==> src/rtl/md5_step_sequencer.sv <==
// MD5 step sequencer: walks one 512-bit block through an external single-step datapath (64 steps)
// and applies the feed-forward add. Define MD5_CHAIN_EN to add blk_first for multi-block chaining.
module md5_step_sequencer (
  input  logic         clk,
  input  logic         rst_n,
  input  logic         blk_valid,
  output logic         blk_ready,
  input  logic [511:0] blk_data,
`ifdef MD5_CHAIN_EN
  input  logic         blk_first,
`endif
  output logic [31:0]  dp_a,
  output logic [31:0]  dp_b,
  output logic [31:0]  dp_c,
  output logic [31:0]  dp_d,
  output logic [31:0]  dp_msg,
  output logic [31:0]  dp_t,
  output logic [4:0]   dp_shift,
  output logic [1:0]   dp_func,
  input  logic [31:0]  dp_aout,
  input  logic [31:0]  dp_bout,
  input  logic [31:0]  dp_cout,
  input  logic [31:0]  dp_dout,
  output logic         dig_valid,
  input  logic         dig_ready,
  output logic [127:0] digest,
  output logic         busy,
  output logic [5:0]   step
);

  localparam logic [1:0] IDLE = 2'd0;
  localparam logic [1:0] RUN  = 2'd1;
  localparam logic [1:0] FIN  = 2'd2;
  localparam logic [1:0] DONE = 2'd3;

  // {H3, H2, H1, H0}
  localparam logic [127:0] IV = {32'h10325476, 32'h98badcfe, 32'hefcdab89, 32'h67452301};

  localparam logic [4:0] SHIFTS [16] = '{
    5'd7, 5'd12, 5'd17, 5'd22, 5'd5, 5'd9, 5'd14, 5'd20,
    5'd4, 5'd11, 5'd16, 5'd23, 5'd6, 5'd10, 5'd15, 5'd21
  };

  localparam logic [31:0] TROM [64] = '{
    32'hd76aa478, 32'he8c7b756, 32'h242070db, 32'hc1bdceee,
    32'hf57c0faf, 32'h4787c62a, 32'ha8304613, 32'hfd469501,
    32'h698098d8, 32'h8b44f7af, 32'hffff5bb1, 32'h895cd7be,
    32'h6b901122, 32'hfd987193, 32'ha679438e, 32'h49b40821,
    32'hf61e2562, 32'hc040b340, 32'h265e5a51, 32'he9b6c7aa,
    32'hd62f105d, 32'h02441453, 32'hd8a1e681, 32'he7d3fbc8,
    32'h21e1cde6, 32'hc33707d6, 32'hf4d50d87, 32'h455a14ed,
    32'ha9e3e905, 32'hfcefa3f8, 32'h676f02d9, 32'h8d2a4c8a,
    32'hfffa3942, 32'h8771f681, 32'h6d9d6122, 32'hfde5380c,
    32'ha4beea44, 32'h4bdecfa9, 32'hf6bb4b60, 32'hbebfbc70,
    32'h289b7ec6, 32'heaa127fa, 32'hd4ef3085, 32'h04881d05,
    32'hd9d4d039, 32'he6db99e5, 32'h1fa27cf8, 32'hc4ac5665,
    32'hf4292244, 32'h432aff97, 32'hab9423a7, 32'hfc93a039,
    32'h655b59c3, 32'h8f0ccc92, 32'hffeff47d, 32'h85845dd1,
    32'h6fa87e4f, 32'hfe2ce6e0, 32'ha3014314, 32'h4e0811a1,
    32'hf7537e82, 32'hbd3af235, 32'h2ad7d2bb, 32'heb86d391
  };

  logic [1:0]   state_q, state_d;
  logic [5:0]   step_q, step_d;
  logic [31:0]  a_q, b_q, c_q, d_q;
  logic [31:0]  a_d, b_d, c_d, d_d;
  logic [127:0] h_q, h_d;
  logic [511:0] blk_q, blk_d;
  logic [127:0] digest_q, digest_d;
  logic [127:0] h_sum;
  logic         reload_iv;
  logic         run;
  logic [1:0]   rnd;
  logic [3:0]   j;
  logic [3:0]   k;

`ifdef MD5_CHAIN_EN
  assign reload_iv = blk_first;
`else
  assign reload_iv = 1'b1;
`endif

  assign run = (state_q == RUN);
  assign rnd = step_q[5:4];
  assign j   = step_q[3:0];

  // Message word index per round, all arithmetic mod 16.
  always_comb begin
    k = j;
    case (rnd)
      2'd0:    k = j;
      2'd1:    k = (j << 2) + j + 4'd1;
      2'd2:    k = (j << 1) + j + 4'd5;
      default: k = (j << 3) - j;
    endcase
  end

  assign h_sum = {h_q[127:96] + d_q, h_q[95:64] + c_q, h_q[63:32] + b_q, h_q[31:0] + a_q};

  assign dp_a     = run ? a_q : '0;
  assign dp_b     = run ? b_q : '0;
  assign dp_c     = run ? c_q : '0;
  assign dp_d     = run ? d_q : '0;
  assign dp_msg   = run ? blk_q[{k, 5'b0} +: 32] : '0;
  assign dp_t     = run ? TROM[step_q] : '0;
  assign dp_shift = run ? SHIFTS[{rnd, step_q[1:0]}] : '0;
  assign dp_func  = run ? rnd : '0;

  assign blk_ready = (state_q == IDLE);
  assign dig_valid = (state_q == DONE);
  assign busy      = run | (state_q == FIN);
  assign digest    = digest_q;
  assign step      = step_q;

  always_comb begin
    state_d  = state_q;
    step_d   = step_q;
    a_d      = a_q;
    b_d      = b_q;
    c_d      = c_q;
    d_d      = d_q;
    h_d      = h_q;
    blk_d    = blk_q;
    digest_d = digest_q;
    case (state_q)
      IDLE: begin
        if (blk_valid) begin
          blk_d  = blk_data;
          step_d = '0;
          if (reload_iv) begin
            h_d                  = IV;
            {d_d, c_d, b_d, a_d} = IV;
          end else begin
            {d_d, c_d, b_d, a_d} = h_q;
          end
          state_d = RUN;
        end
      end
      RUN: begin
        a_d    = dp_aout;
        b_d    = dp_bout;
        c_d    = dp_cout;
        d_d    = dp_dout;
        step_d = step_q + 6'd1;
        if (step_q == 6'd63) state_d = FIN;
      end
      FIN: begin
        h_d      = h_sum;
        digest_d = h_sum;
        state_d  = DONE;
      end
      DONE: begin
        if (dig_ready) state_d = IDLE;
      end
      default: state_d = IDLE;
    endcase
  end

  always_ff @(posedge clk) begin
    if (!rst_n) begin
      state_q  <= IDLE;
      step_q   <= '0;
      a_q      <= '0;
      b_q      <= '0;
      c_q      <= '0;
      d_q      <= '0;
      h_q      <= IV;
      blk_q    <= '0;
      digest_q <= '0;
    end else begin
      state_q  <= state_d;
      step_q   <= step_d;
      a_q      <= a_d;
      b_q      <= b_d;
      c_q      <= c_d;
      d_q      <= d_d;
      h_q      <= h_d;
      blk_q    <= blk_d;
      digest_q <= digest_d;
    end
  end

endmodule

==> config.mk <==
export PLATFORM = sky130hd
export DESIGN_NAME = md5_step_sequencer
export DESIGN_NICKNAME = d
export VERILOG_FILES = /design/src/rtl/md5_step_sequencer.sv
export SDC_FILE = /design/constraint.sdc
export NUM_CORES = 2
export LEC_CHECK = 0
export CAP_MARGIN = 5
export CORE_AREA = 2 2 380 382
export CTS_BUF_LIST = sky130_fd_sc_hd__clkbuf_2
export DETAILED_ROUTE_END_ITERATION = 7
export DIE_AREA = 0 0 382 384
export SLEW_MARGIN = 10
export SYNTH_ARGS = -nofsm -noshare
export SYNTH_HDL_FRONTEND = slang
export SYNTH_SLANG_ARGS = --single-unit
==> constraint.sdc <==
create_clock -name clk -period 7.7 [get_ports clk]
set_input_delay 1.54 -clock clk [delete_from_list [all_inputs] [get_ports clk]]
set_output_delay 1.54 -clock clk [all_outputs]
set_load 0.03 [all_outputs]
==> impl_metrics.json <==
{
  "ctsHoldBuffers": 0,
  "clk_pin_slew_ns": 0.12,
  "power.density_nw_per_um2": 330.0,
  "peakVddDrop_mv": 0.2994,
  "cts_buffers": 274,
  "final_area_sq_um": 58580,
  "grt_pass1_wl_um": 300100,
  "fin_nets": 7198,
  "power.leakage_nw": 22.25,
  "finalCritPeriodShare": 0.9791,
  "coreArea_sq_um": 142800,
  "multiInputGateArea_sq_um": 25130,
  "hpwl_um": 156000,
  "crit_arrival_ns": 6.00,
  "worstSetupStartpoint": "step[1]$_SDFFE_PN0P_",
  "tightest_slew_ns": 1.353,
  "cts_tree": "yes",
  "vias_per_cell": 5.409,
  "yosysUniqueCellTypes": 82,
  "die_x_um": 382,
  "synthFlopType": "dfxtp_1",
  "syn_area_per_cell_sq_um": 8.165,
  "port-buffer-count": 979,
  "skew_ns": 0.1833,
  "ant_nets": 0,
  "finalHoldViolations": 0,
  "power_mw": 19.34,
  "routedWlPerCell_um": 25.16,
  "tns_ns": 0,
  "netlist_area_sq_um": 44850,
  "dr.pass1.iters": 7,
  "drive_gt1_frac": 0.1015,
  "start_util": 0.3141,
  "grt-ovfl-total": 0,
  "grtUsageTotal": 0.2767,
  "hp-start": "rst_n",
  "fin_crit_ns": 7.539,
  "cp.required_ns": 6.16,
  "ys_seq_elements": 904,
  "routed_wl_um": 213500,
  "critical_path_class": "flip-flop to primary output",
  "dieArea_sq_um": 146700,
  "reg2reg_from": "state_q[0]$_SDFFE_PN0P_",
  "fp.dieH_um": 384,
  "vias": 45900,
  "dp_cells": 8009,
  "relSlewSlack": 0.09238,
  "seq_area_frac_synth": 0.4035,
  "final_cell_mix": "nand2_1 (1,278), clkdlybuf4s50_1 (971), dfxtp_1 (900)",
  "grt_pass1_vias": 43150,
  "synth-edff-count": 0,
  "synth_warnings": 0,
  "io_pins": 980,
  "layout_commonest_cell": "nand2_1",
  "insertion_delay_ns": 1.64,
  "antenna_found_initial": 39,
  "synthArstFlopShare": 0,
  "root_buffer": "clkbuf_2",
  "syn_nets": 6297,
  "row_count": 139,
  "first_iter_violations": 4781,
  "clockBufferDepth": 4,
  "critPathLaunchType": "flip-flop",
  "h-tree-depth": 5,
  "syn2layout_area_growth_pct": 30.62,
  "gp_congestion": 0.9950,
  "max_freq_ghz": 0.1326,
  "nFillCells": 14680,
  "crit_fanout": 20,
  "cts.sinks": 904,
  "whs_ns": 0.3566,
  "drc": 0,
  "endpoint_kind": "primary output",
  "setup_viol": 0,
  "hp-class": "input port to flip-flop",
  "area.sequential_sq_um": 18110,
  "drv_slew": 0,
  "status": "finished, final reports clean",
  "synth_cells": 5493,
  "grt_max_degree": 209,
  "drv_cap": 0,
  "final_cells": 8486,
  "post_dp_cell_area_sq_um": 56100
}
==> cell usage after synthesis, types with 67 or more instances <==
| cell type | count | area [sq um] |
|---|---|---|
| xnor2_1 | 82 | 718.2 |
| a21oi_1 | 769 | 3849 |
| clkbuf_1 | 341 | 1280 |
| dfxtp_1 | 904 | 18100 |
| mux2i_1 | 123 | 1231 |
| o22ai_1 | 106 | 663.1 |
| nor2_1 | 407 | 1528 |
| mux4_2 | 129 | 2905 |
| nand3_1 | 83 | 415.4 |
| and2_1 | 141 | 882.1 |
| a22oi_1 | 67 | 503.0 |
| ha_1 | 155 | 1939 |
| nand2_1 | 1280 | 4805 |
| o21ai_0 | 103 | 515.5 |
| a211oi_1 | 93 | 698.2 |
==> path summary, 6_finish.rpt <==
path | endpoint | slack [ns] | cells after the start
min | h_q[8]$_SDFFE_PN1P_ | 0.36 | 2
max reg2reg | h_q[31]$_SDFFE_PN0P_ | 2.97 | 9
max | dp_msg[10] | 0.16 | 12
min reg2reg | h_q[94]$_SDFFE_PN0P_ | 0.46 | 2
==> cells by family after synthesis <==
group | count (synthesis) | share of synthesized area
AND/OR/NAND/NOR | 2102 | 0.1962
adder cells (fa/ha/maj) | 160 | 0.04547
multiplexers | 253 | 0.09248
flip-flops | 904 | 0.4035
XOR/XNOR | 121 | 0.02380
buffers and inverters | 480 | 0.04131
AO/OA/AOI/OAI | 1473 | 0.1973
==> per-stage QoR <==
step / utilization / worst slack (ns)
detailed placement: 0.3929 / 0.9596
floorplan: - / 1.699
CTS: 0.4097 / 0.02575
global route: 0.4102 / -0.03179
global placement: 0.3929 / 1.040
finish: 0.4103 / 0.1612
==> where the power goes <==
| group | internal [mW] | switching (mW) |
|---|---|---|
| registers | 5.61 | 0.876 |
| clock network | 1.46 | 2.21 |
| logic | 3.32 | 5.86 |
==> final cells by class <==
| type | count | share of cell area |
|---|---|---|
| inverter | 50 | 0.003332 |
| antenna | 22 | 0.0009397 |
| multi-input combinational | 4111 | 0.4290 |
| clock buffer | 385 | 0.03289 |
| tap | 1903 | 0.04064 |
| sequential | 904 | 0.3091 |
| clock inverter | 58 | 0.005681 |
| timing repair buffer | 1053 | 0.1785 |
==> critical path, stage by stage, from the launching register on <==
cell and delay, ns:
dfxtp_1 0.33, inv_2 0.36, ha_2 0.41, inv_1 0.15, fa_1 0.43, xnor2_1 0.15, xnor2_1 0.13, mux2i_2 0.41
o21bai_4 0.21, buf_4 0.27, a211oi_1 1.06, a211oi_1 0.31, buf_4 0.29
==> flip-flops by register name, indices dropped and copies added (netlist names) <==
| name | cells |
|---|---|
| blk_q | 512 |
| digest | 128 |
| h_q | 128 |
| a_q | 32 |
| b_q | 32 |
| c_q | 32 |
| d_q | 32 |
| step | 6 |
| state_q | 2 |
==> routing by layer <==
metal,GRT usage,part of all wire
met5,0,0.00088
met4,0.1248,0.044
met3,0.06928,0.084
met2,0.4210,0.44
met1,0.3684,0.43
==> timing repair <==
action / 4_1_cts / 5_1_grt
setup buffers: 8 / 2
gates resized for setup: 14 / 3
setup endpoints to repair: 32 / 7
pin swaps: 3 / 1
gates cloned: 2 / 0
Note: power is estimated with default switching activity, not from simulation.
